### src/rtl/wisc_pkg.sv
`default_nettype none
// ============================================================================
// Module      : wisc_pkg
// Description : Shared WISC pipeline definitions: opcode encodings, NVZ flag
//               bit positions, flag vector type and a masked-merge helper.
// Ports       : none (package)
// Revision    : 1.0 - initial release
// ============================================================================
package wisc_pkg;

  localparam logic [3:0] OP_ADD    = 4'h0;
  localparam logic [3:0] OP_SUB    = 4'h1;
  localparam logic [3:0] OP_XOR    = 4'h2;
  localparam logic [3:0] OP_RED    = 4'h3;
  localparam logic [3:0] OP_SLL    = 4'h4;
  localparam logic [3:0] OP_SRA    = 4'h5;
  localparam logic [3:0] OP_ROR    = 4'h6;
  localparam logic [3:0] OP_PADDSB = 4'h7;
  localparam logic [3:0] OP_LW     = 4'h8;
  localparam logic [3:0] OP_SW     = 4'h9;
  localparam logic [3:0] OP_LLB    = 4'hA;
  localparam logic [3:0] OP_LHB    = 4'hB;
  localparam logic [3:0] OP_B      = 4'hC;
  localparam logic [3:0] OP_BR     = 4'hD;
  localparam logic [3:0] OP_PCS    = 4'hE;
  localparam logic [3:0] OP_HLT    = 4'hF;

  localparam int FLG_Z = 2;
  localparam int FLG_V = 1;
  localparam int FLG_N = 0;

  typedef logic [2:0] flags_t;

  // Bits selected by mask come from upd, the rest keep old.
  function automatic flags_t merge_flags(input flags_t old, input flags_t upd,
                                         input flags_t mask);
    return (old & ~mask) | (upd & mask);
  endfunction

endpackage : wisc_pkg
`default_nettype wire

### src/rtl/flag_mask_decode.sv
`default_nettype none
// ============================================================================
// Module      : flag_mask_decode
// Description : Maps an opcode to the set of NVZ flags it updates.
// Ports       : opcode_i  in  4  instruction opcode
//               mask_o    out 3  update mask {Z,V,N}
// Revision    : 1.0 - initial release
// ============================================================================
module flag_mask_decode
  import wisc_pkg::*;
(
  input  logic [3:0] opcode_i,
  output flags_t     mask_o
);

  always_comb begin
    mask_o = '0;
    case (opcode_i)
      OP_ADD, OP_SUB: begin
        mask_o[FLG_Z] = 1'b1;
        mask_o[FLG_V] = 1'b1;
        mask_o[FLG_N] = 1'b1;
      end
      OP_XOR, OP_SLL, OP_SRA, OP_ROR: begin
        mask_o[FLG_Z] = 1'b1;
      end
      default: mask_o = '0;
    endcase
  end

endmodule : flag_mask_decode
`default_nettype wire

### src/rtl/flag_unit.sv
`default_nettype none
// ============================================================================
// Module      : flag_unit
// Description : Architectural NVZ flag register fed from the EX stage, with
//               either a same-cycle bypass to an ID branch (FWD_EN=1) or a
//               one-cycle stall request (FWD_EN=0), plus a saturating count
//               of flag-hazard cycles.
// Ports       : clk, rst_n                  clock, async active-low reset
//               ex_valid/ex_flush/ex_stall  EX instruction qualifiers
//               ex_opcode [3:0]             EX opcode
//               alu_result [15:0], alu_ovfl ALU outputs
//               id_is_branch                ID branch needs flags
//               F [2:0]                     flags to branch logic {Z,V,N}
//               F_q [2:0]                   architectural flag register
//               flag_stall                  stall request (FWD_EN=0 only)
//               hazard_cnt [CNT_W-1:0]      saturating hazard counter
// Revision    : 1.0 - initial release
// ============================================================================
module flag_unit
  import wisc_pkg::*;
#(
  parameter int FWD_EN = 1,
  parameter int CNT_W  = 16
) (
  input  logic             clk,
  input  logic             rst_n,
  input  logic             ex_valid,
  input  logic             ex_flush,
  input  logic             ex_stall,
  input  logic [3:0]       ex_opcode,
  input  logic [15:0]      alu_result,
  input  logic             alu_ovfl,
  input  logic             id_is_branch,
  output logic [2:0]       F,
  output logic [2:0]       F_q,
  output logic             flag_stall,
  output logic [CNT_W-1:0] hazard_cnt
);

  flags_t            w_mask;
  flags_t            w_new;
  flags_t            w_merged;
  logic [3:0]        w_opcode;
  logic              w_wr_en;
  logic              w_hazard;
  logic              w_hazard_live;
  flags_t            flags_q, flags_d;
  logic [CNT_W-1:0]  cnt_q, cnt_d;

  // Bubbles decode as HLT so a stale/undefined opcode never reaches the mask.
  assign w_opcode = ex_valid ? ex_opcode : OP_HLT;

  flag_mask_decode u_mask (
    .opcode_i (w_opcode),
    .mask_o   (w_mask)
  );

  always_comb begin
    w_new        = '0;
    w_new[FLG_Z] = ~|alu_result;
    w_new[FLG_V] = alu_ovfl;
    w_new[FLG_N] = alu_result[15];
  end

  assign w_merged = merge_flags(flags_q, w_new, w_mask);

  // A stalled EX instruction is still in flight (it will write later), so it
  // counts as a hazard; a flushed one never writes, so it does not.
  assign w_wr_en  = ex_valid & ~ex_flush & ~ex_stall & (|w_mask);
  assign w_hazard = id_is_branch & ex_valid & ~ex_flush & (|w_mask);

  // Keeps F and flag_stall quiet while reset is held, independent of inputs.
  assign w_hazard_live = w_hazard & rst_n;

  assign flags_d = w_wr_en ? w_merged : flags_q;
  assign cnt_d   = (w_hazard && !(&cnt_q)) ? cnt_q + CNT_W'(1) : cnt_q;

  always_ff @(posedge clk or negedge rst_n) begin
    if (!rst_n) begin
      flags_q <= '0;
      cnt_q   <= '0;
    end else begin
      flags_q <= flags_d;
      cnt_q   <= cnt_d;
    end
  end

  generate
    if (FWD_EN != 0) begin : g_fwd
      assign F          = w_hazard_live ? w_merged : flags_q;
      assign flag_stall = 1'b0;
    end else begin : g_stall
      assign F          = flags_q;
      assign flag_stall = w_hazard_live;
    end
  endgenerate

  assign F_q        = flags_q;
  assign hazard_cnt = cnt_q;

endmodule : flag_unit
`default_nettype wire
### config.mk
export PLATFORM = sky130hd
export DESIGN_NAME = flag_unit
export DESIGN_NICKNAME = d
export VERILOG_FILES = /design/src/rtl/wisc_pkg.sv /design/src/rtl/flag_mask_decode.sv /design/src/rtl/flag_unit.sv
export SDC_FILE = /design/constraint.sdc
export NUM_CORES = 1
export LEC_CHECK = 0
export ABC_AREA = 1
export CAP_MARGIN = 40
export CORE_MARGIN = 8
export CORE_UTILIZATION = 45
export CTS_CLUSTER_DIAMETER = 50
export DETAILED_ROUTE_END_ITERATION = 10
export PLACE_DENSITY_LB_ADDON = 0.15
export REMOVE_ABC_BUFFERS = 1
export SYNTH_ARGS = -nofsm -noshare
export SYNTH_HDL_FRONTEND = slang
export SYNTH_SLANG_ARGS = --single-unit
export TNS_END_PERCENT = 10
### constraint.sdc
create_clock -name clk -period 4.3 [get_ports clk]
set_input_delay 1.075 -clock clk [delete_from_list [all_inputs] [get_ports clk]]
set_output_delay 1.075 -clock clk [all_outputs]
set_load 0.02 [all_outputs]
; ---- Word-level counts from Yosys, hierarchy flattened
; Cells that the tools add are included.
[word_totals]
ff_bits = 19
latch_bits = 0
mem_bits_rw = 0
mem_bits_ro = 0
input_bits = 27
out_inout_bits = 23
word_cells = 34
n_memories = 0
[op_classes]
n_addsub = 1
mul = 0
div = 0
order_cmp = 0
eq_ne = 5
shift = 0
muxes = 4
n_bitwise = 13
n_reduce_logical = 9
[ops]
columns = op, n
row1 = $add 16x1->16 const B, 1
row2 = $reduce_and 16->1, 1
row3 = $reduce_or 16->1, 1
row4 = $eq 4x3->1 const B, 3
row5 = $and 1x1->1, 7
row6 = $and 3x3->3, 2
row7 = $reduce_or 6->1, 1
row8 = $eq 4x1->1 const B, 1
row9 = $eq 4x2->1 const B, 1
row10 = $logic_not 4->1, 1
row11 = $mux 4, 1
row12 = $mux 3, 1
row13 = $not 3->3, 1
row14 = $or 3x3->3, 1
row15 = $reduce_or 3->1, 1
row16 = $logic_not 1->1, 2
row17 = $mux 2, 1
row18 = $not 1->1, 2
row19 = $reduce_or 2->1, 1
row20 = $logic_and 1x1->1, 1
row21 = $mux 1, 1

; ---- Logic depth before layout (Yosys ltp)
[logic_depth]
depth_word = 8
depth_mapped = 9
ltp_nobuf = 9

; ---- Hierarchy
; Synthesis repeated with hierarchy kept, for this count alone.
[hier_totals]
hier_cells = 230
area_unflattened_um2 = 1445.1
[by_module_without_submodules]
columns = module, n_inst, cells_each, area_each_um2, seq_area_each_um2
row1 = flag_unit, 1, 224, 1415.1, 475.5
row2 = flag_mask_decode, 1, 6, 30.0, 0.0

; ---- Least setup slack after synthesis
; OpenSTA, ideal clock, no wires.
[synth_timing]
path_type = input port to output port
startpoint = input ex_opcode[3]
endpoint = output F[0]
arrival_ns = 2.023
required_time_ns = 3.225
path_slack_ns = 1.202
cell_stages = 7
n_path_buf = 0
path_cell_list = inv_1 -> nand3_1 -> nor2_1 -> nand2_1 -> inv_1 -> nand2_1 -> o21ai_0
[synth_via]
elab_chain_len = 8
elab_cells_between_ends = 19
cone_classes = eq/ne (5) / mux (4) / bitwise (6) / reduce/logical (4)
[synth_rtl]
columns = item, line_no
row1 = from (decl), flag_unit.sv:30  ; input logic [3:0] ex_opcode,
row2 = $mux 4 (*), flag_unit.sv:51  ; assign w_opcode = ex_valid ? ex_opcode : OP_HLT;
row3 = "$eq 4x1->1, or another cell as far along", flag_mask_decode.sv:18  ; case (opcode_i)
row4 = $reduce_or 6->1 (no source line) or $reduce_or 2->1 (tied branches), n/a
row5 = $mux 1 or $mux 2 (tied branches), flag_mask_decode.sv:18
row6 = $reduce_or 3->1 or $not 3->3 (tied branches), "flag_unit.sv:70, wisc_pkg.sv:37"
row7 = $and 1x1->1 or $and 3x3->3 (tied branches), "flag_unit.sv:70, wisc_pkg.sv:37"
row8 = $and 1x1->1 or $or 3x3->3 (tied branches), "flag_unit.sv:73, wisc_pkg.sv:37"
row9 = $mux 3 (*), flag_unit.sv:90  ; assign F = w_hazard_live ? w_merged : flags_q;
row10 = to (decl), flag_unit.sv:34  ; output logic [2:0] F,
; Every way passes the cells marked *; elsewhere a longest branch is shown, timed or not.

; ---- Worst setup path in the final report
[layout_timing]
startpoint = input ex_valid
endpoint = output F[0]
[layout_via]
elab_chain_len = 8
elab_cells_between_ends = 21
cone_classes = eq/ne (5) / mux (4) / bitwise (8) / reduce/logical (4)
[layout_rtl]
columns = item, line_no
row1 = from (decl), flag_unit.sv:27  ; input logic ex_valid,
row2 = $mux 4, flag_unit.sv:51
row3 = "$eq 4x1->1, or another cell as far along", flag_mask_decode.sv:18
row4 = $reduce_or 6->1 (no source line) or $reduce_or 2->1 (tied branches), n/a
row5 = $mux 1 or $mux 2 (tied branches), flag_mask_decode.sv:18
row6 = $reduce_or 3->1 or $not 3->3 (tied branches), "flag_unit.sv:70, wisc_pkg.sv:37"
row7 = $and 1x1->1 or $and 3x3->3 (tied branches), "flag_unit.sv:70, wisc_pkg.sv:37"
row8 = $and 1x1->1 or $or 3x3->3 (tied branches), "flag_unit.sv:73, wisc_pkg.sv:37"
row9 = $mux 3 (*), flag_unit.sv:90
; Marks and branches as above.

==> impl_metrics.py <==
metrics = {
    "status": {
        "status": "completed",
    },
    "drt": {
        "drc": 0,
        "vias_per_cell": 4.72,
        "drt-pass1-iter-count": 4,
        "drt-initial-drc-count": 38,
        "wirelength_mm": 3.43,
        "ant_nets": 0,
        "vias": 1317,
        "post_drt_wl_per_cell_um": 12.3,
    },
    "worst_setup_path": {
        "crit_family": "buffers and inverters",
        "crit_slowest_cell": "clkdlybuf4s50_1",
        "worst_setup_path_end_kind": "primary output",
        "cp_num_cells": 8,
        "rrSetupSlack_ns": 2.40,
        "max_stage_delay_ns": 0.63,
        "cp.arrival_ns": 2.87,
        "crit_required_ns": 3.22,
        "r2r_start": "hazard_cnt[0]",
        "cp_cell_sequence": "clkdlybuf4s50_1 -> nand3_1 -> nor2_1 -> nand2_1 -> inv_1 -> nand2_1 -> o21ai_0 -> clkdlybuf4s50_1",
        "crit_fanout": 5,
        "start_kind": "primary input",
        "critPathBufInv": 3,
        "reg2regPathDepth": 8,
        "r2r-end": "hazard_cnt[13]",
        "critPathCapture": "F[0]",
        "setup.worst_path.class": "primary input to primary output",
        "crit_start": "ex_valid",
    },
    "global_route": {
        "antenna_found_initial": 0,
        "grt_busiest_layer": "met2",
        "use_met3_pct": 5.58,
        "gr-total-overflow": 0,
        "grtUsageTotal_pct": 14.1,
        "grt_max_degree": 20,
        "grt_pass1_vias": 1262,
        "grt_pass1_wl_mm": 5.78,
        "use_met1_pct": 17.1,
        "grt_util_met2_pct": 23.0,
    },
    "placed_design": {
        "placed_cell_area_sq_mm": 0.00178,
        "gp_congestion": 0.831,
        "hpwl_mm": 2.74,
        "io_buffers": 48,
    },
    "power": {
        "leakage_nw": 0.808,
        "powerDensity_mw_per_mm2": 228,
        "vdd_drop_max_mv": 0.236,
    },
    "flow_run": {
        "maxCapViolCount": 0,
    },
    "final_layout": {
        "fin_area_sq_mm": 0.00180,
        "final_common_cell": "nand2_1",
        "multi_input_area_sq_um": 704,
        "nets": 277,
        "drive_gt1_share_pct": 3.63,
        "fill_cells": 261,
        "area_growth_syn_to_layout_pct": 42.1,
        "final_cell_mix": "91 x nand2_1, 48 x clkdlybuf4s50_1, 27 x nor2_1, 19 x dfrtp_1, 15 x inv_1",
        "regArea_sq_um": 475,
        "antenna_cells": 0,
    },
    "clock_network": {
        "cts_buffers": 3,
        "cts_root_buf": "clkbuf_4",
        "ctsHtreeMaxLevel": 1,
        "postCtsSetupBuffers": 0,
        "ctsHoldBuffers": 0,
        "clk_latency_ns": 0.30,
        "tritoncts": "yes",
        "clk_pin_slew_ns": 0.11,
        "numClockSinks": 19,
        "cts.path.max_buffers": 2,
        "cts-resized-gates": 0,
    },
    "timing": {
        "fmax_mhz": 253,
        "setup_viol": 0,
        "drv_slew": 0,
        "period_share_pct": 91.8,
        "setup_tns_ns": 0,
        "rsz0062_at_grt": "false",
        "fin_crit_ns": 3.95,
        "finalHoldViolations": 0,
        "skew_ns": 0.00465,
    },
    "synthesis": {
        "avgSynthCellArea_sq_um": 6.45,
        "synth.distinct_cells": 20,
        "synth_seq_cells": 19,
        "syn_area_sq_mm": 0.00127,
        "syn-instance-count": 197,
        "seq_area_frac_synth_pct": 37.4,
        "ys.warnings.count": 0,
    },
    "die": {
        "die_w_um": 69.1,
        "io_pins": 50,
        "start_util_pct": 46.9,
        "die_area_sq_mm": 0.00478,
        "die_h_um": 69.1,
        "rows": 19,
        "coreArea_sq_mm": 0.00271,
    },
    "worst_hold_path": {
        "hp-class": "flop to flop",
    },
}
[worst min path at each step]
stage | from | to | depth (start not counted)
2_1_floorplan | hazard_cnt[8] | hazard_cnt[8] | 1
3_3_place_gp | hazard_cnt[8] | hazard_cnt[8] | 1
3_5_place_dp | hazard_cnt[8] | hazard_cnt[8] | 1
4_1_cts | hazard_cnt[8] | hazard_cnt[8] | 1
5_1_grt | hazard_cnt[8] | hazard_cnt[8] | 1
6_report | hazard_cnt[8] | hazard_cnt[8] | 1
[Yosys cell counts (all sizes together)]
master,n,area [sq um]
dfrtp,19,475
nor3,1,5.00
buf,3,26.3
nor2,27,101
conb,1,3.75
o31ai,1,7.51
nand3b,2,15.0
nand2,92,348
nand4,3,18.8
clkinv,1,3.75
inv,16,60.1
o21ai,13,76.3
ha,1,12.5
nand3,10,55.1
xnor2,7,61.3
[through the flow]
| stage | std cells | utilization, % | setup slack, ns | power [mW] | hold slack (ns) |
|---|---|---|---|---|---|
| detailed placement | 275 | 65.6 | 0.354 | 0.324 | 0.527 |
| global route | 279 | 66.6 | 0.170 | 0.434 | 0.564 |
| CTS | 279 | 66.6 | 0.344 | 0.415 | 0.549 |
| floorplan | 194 | - | 1.20 | 0.255 | 0.618 |
| global placement | 275 | 65.6 | 0.410 | 0.323 | 0.526 |
| finish | 279 | 66.6 | 0.351 | 0.411 | 0.539 |
[metal layers]
metal	share of wire [%]	wire (um)
met3	6.9	238
met2	45	1550
met5	0	0
met4	0.44	15
met1	47	1630
[worst register-to-register path: stages, from the launching register on]
cell and delay, ns:
dfrtp_1 0.43, ha_1 0.29, nand3_2 0.12, clkinv_1 0.07, nand2_2 0.08, o21ai_4 0.41, inv_2 0.22, nand2_1 0.13
nand2_1 0.06
[area by class of cell]
class | count | area share, %
timing repair buffer | 50 | 27.5
inverter | 17 | 3.54
multi-input combinational | 158 | 39.0
sequential | 19 | 26.4
clock buffer | 4 | 1.46
tap | 31 | 2.15
[where the power goes]
| group | leakage (nW) | internal, mW | switching [mW] | total (mW) |
|---|---|---|---|---|
| logic | 0.541 | 0.0614 | 0.0560 | 0.117 |
| clock network | 0.0150 | 0.0362 | 0.0556 | 0.0917 |
| registers | 0.252 | 0.189 | 0.0126 | 0.202 |
| total | 0.808 | 0.287 | 0.124 | 0.411 |
[cell families after synthesis]
| kind of cell | share of synthesized area [%] |
|---|---|
| AOI/OAI and AO/OA | 6.60 |
| xor gates and xnor gates | 4.83 |
| adders and majority gates | 0.985 |
| buffers and inverters | 7.09 |
| DFF | 37.4 |
| other | 0.295 |
| and+or+nand+nor | 42.8 |
[registers in the layout (all words and copies together), names as in the netlist]
name,flops
hazard_cnt,16
F_q,3
Note: power is estimated with default switching activity, not from simulation.
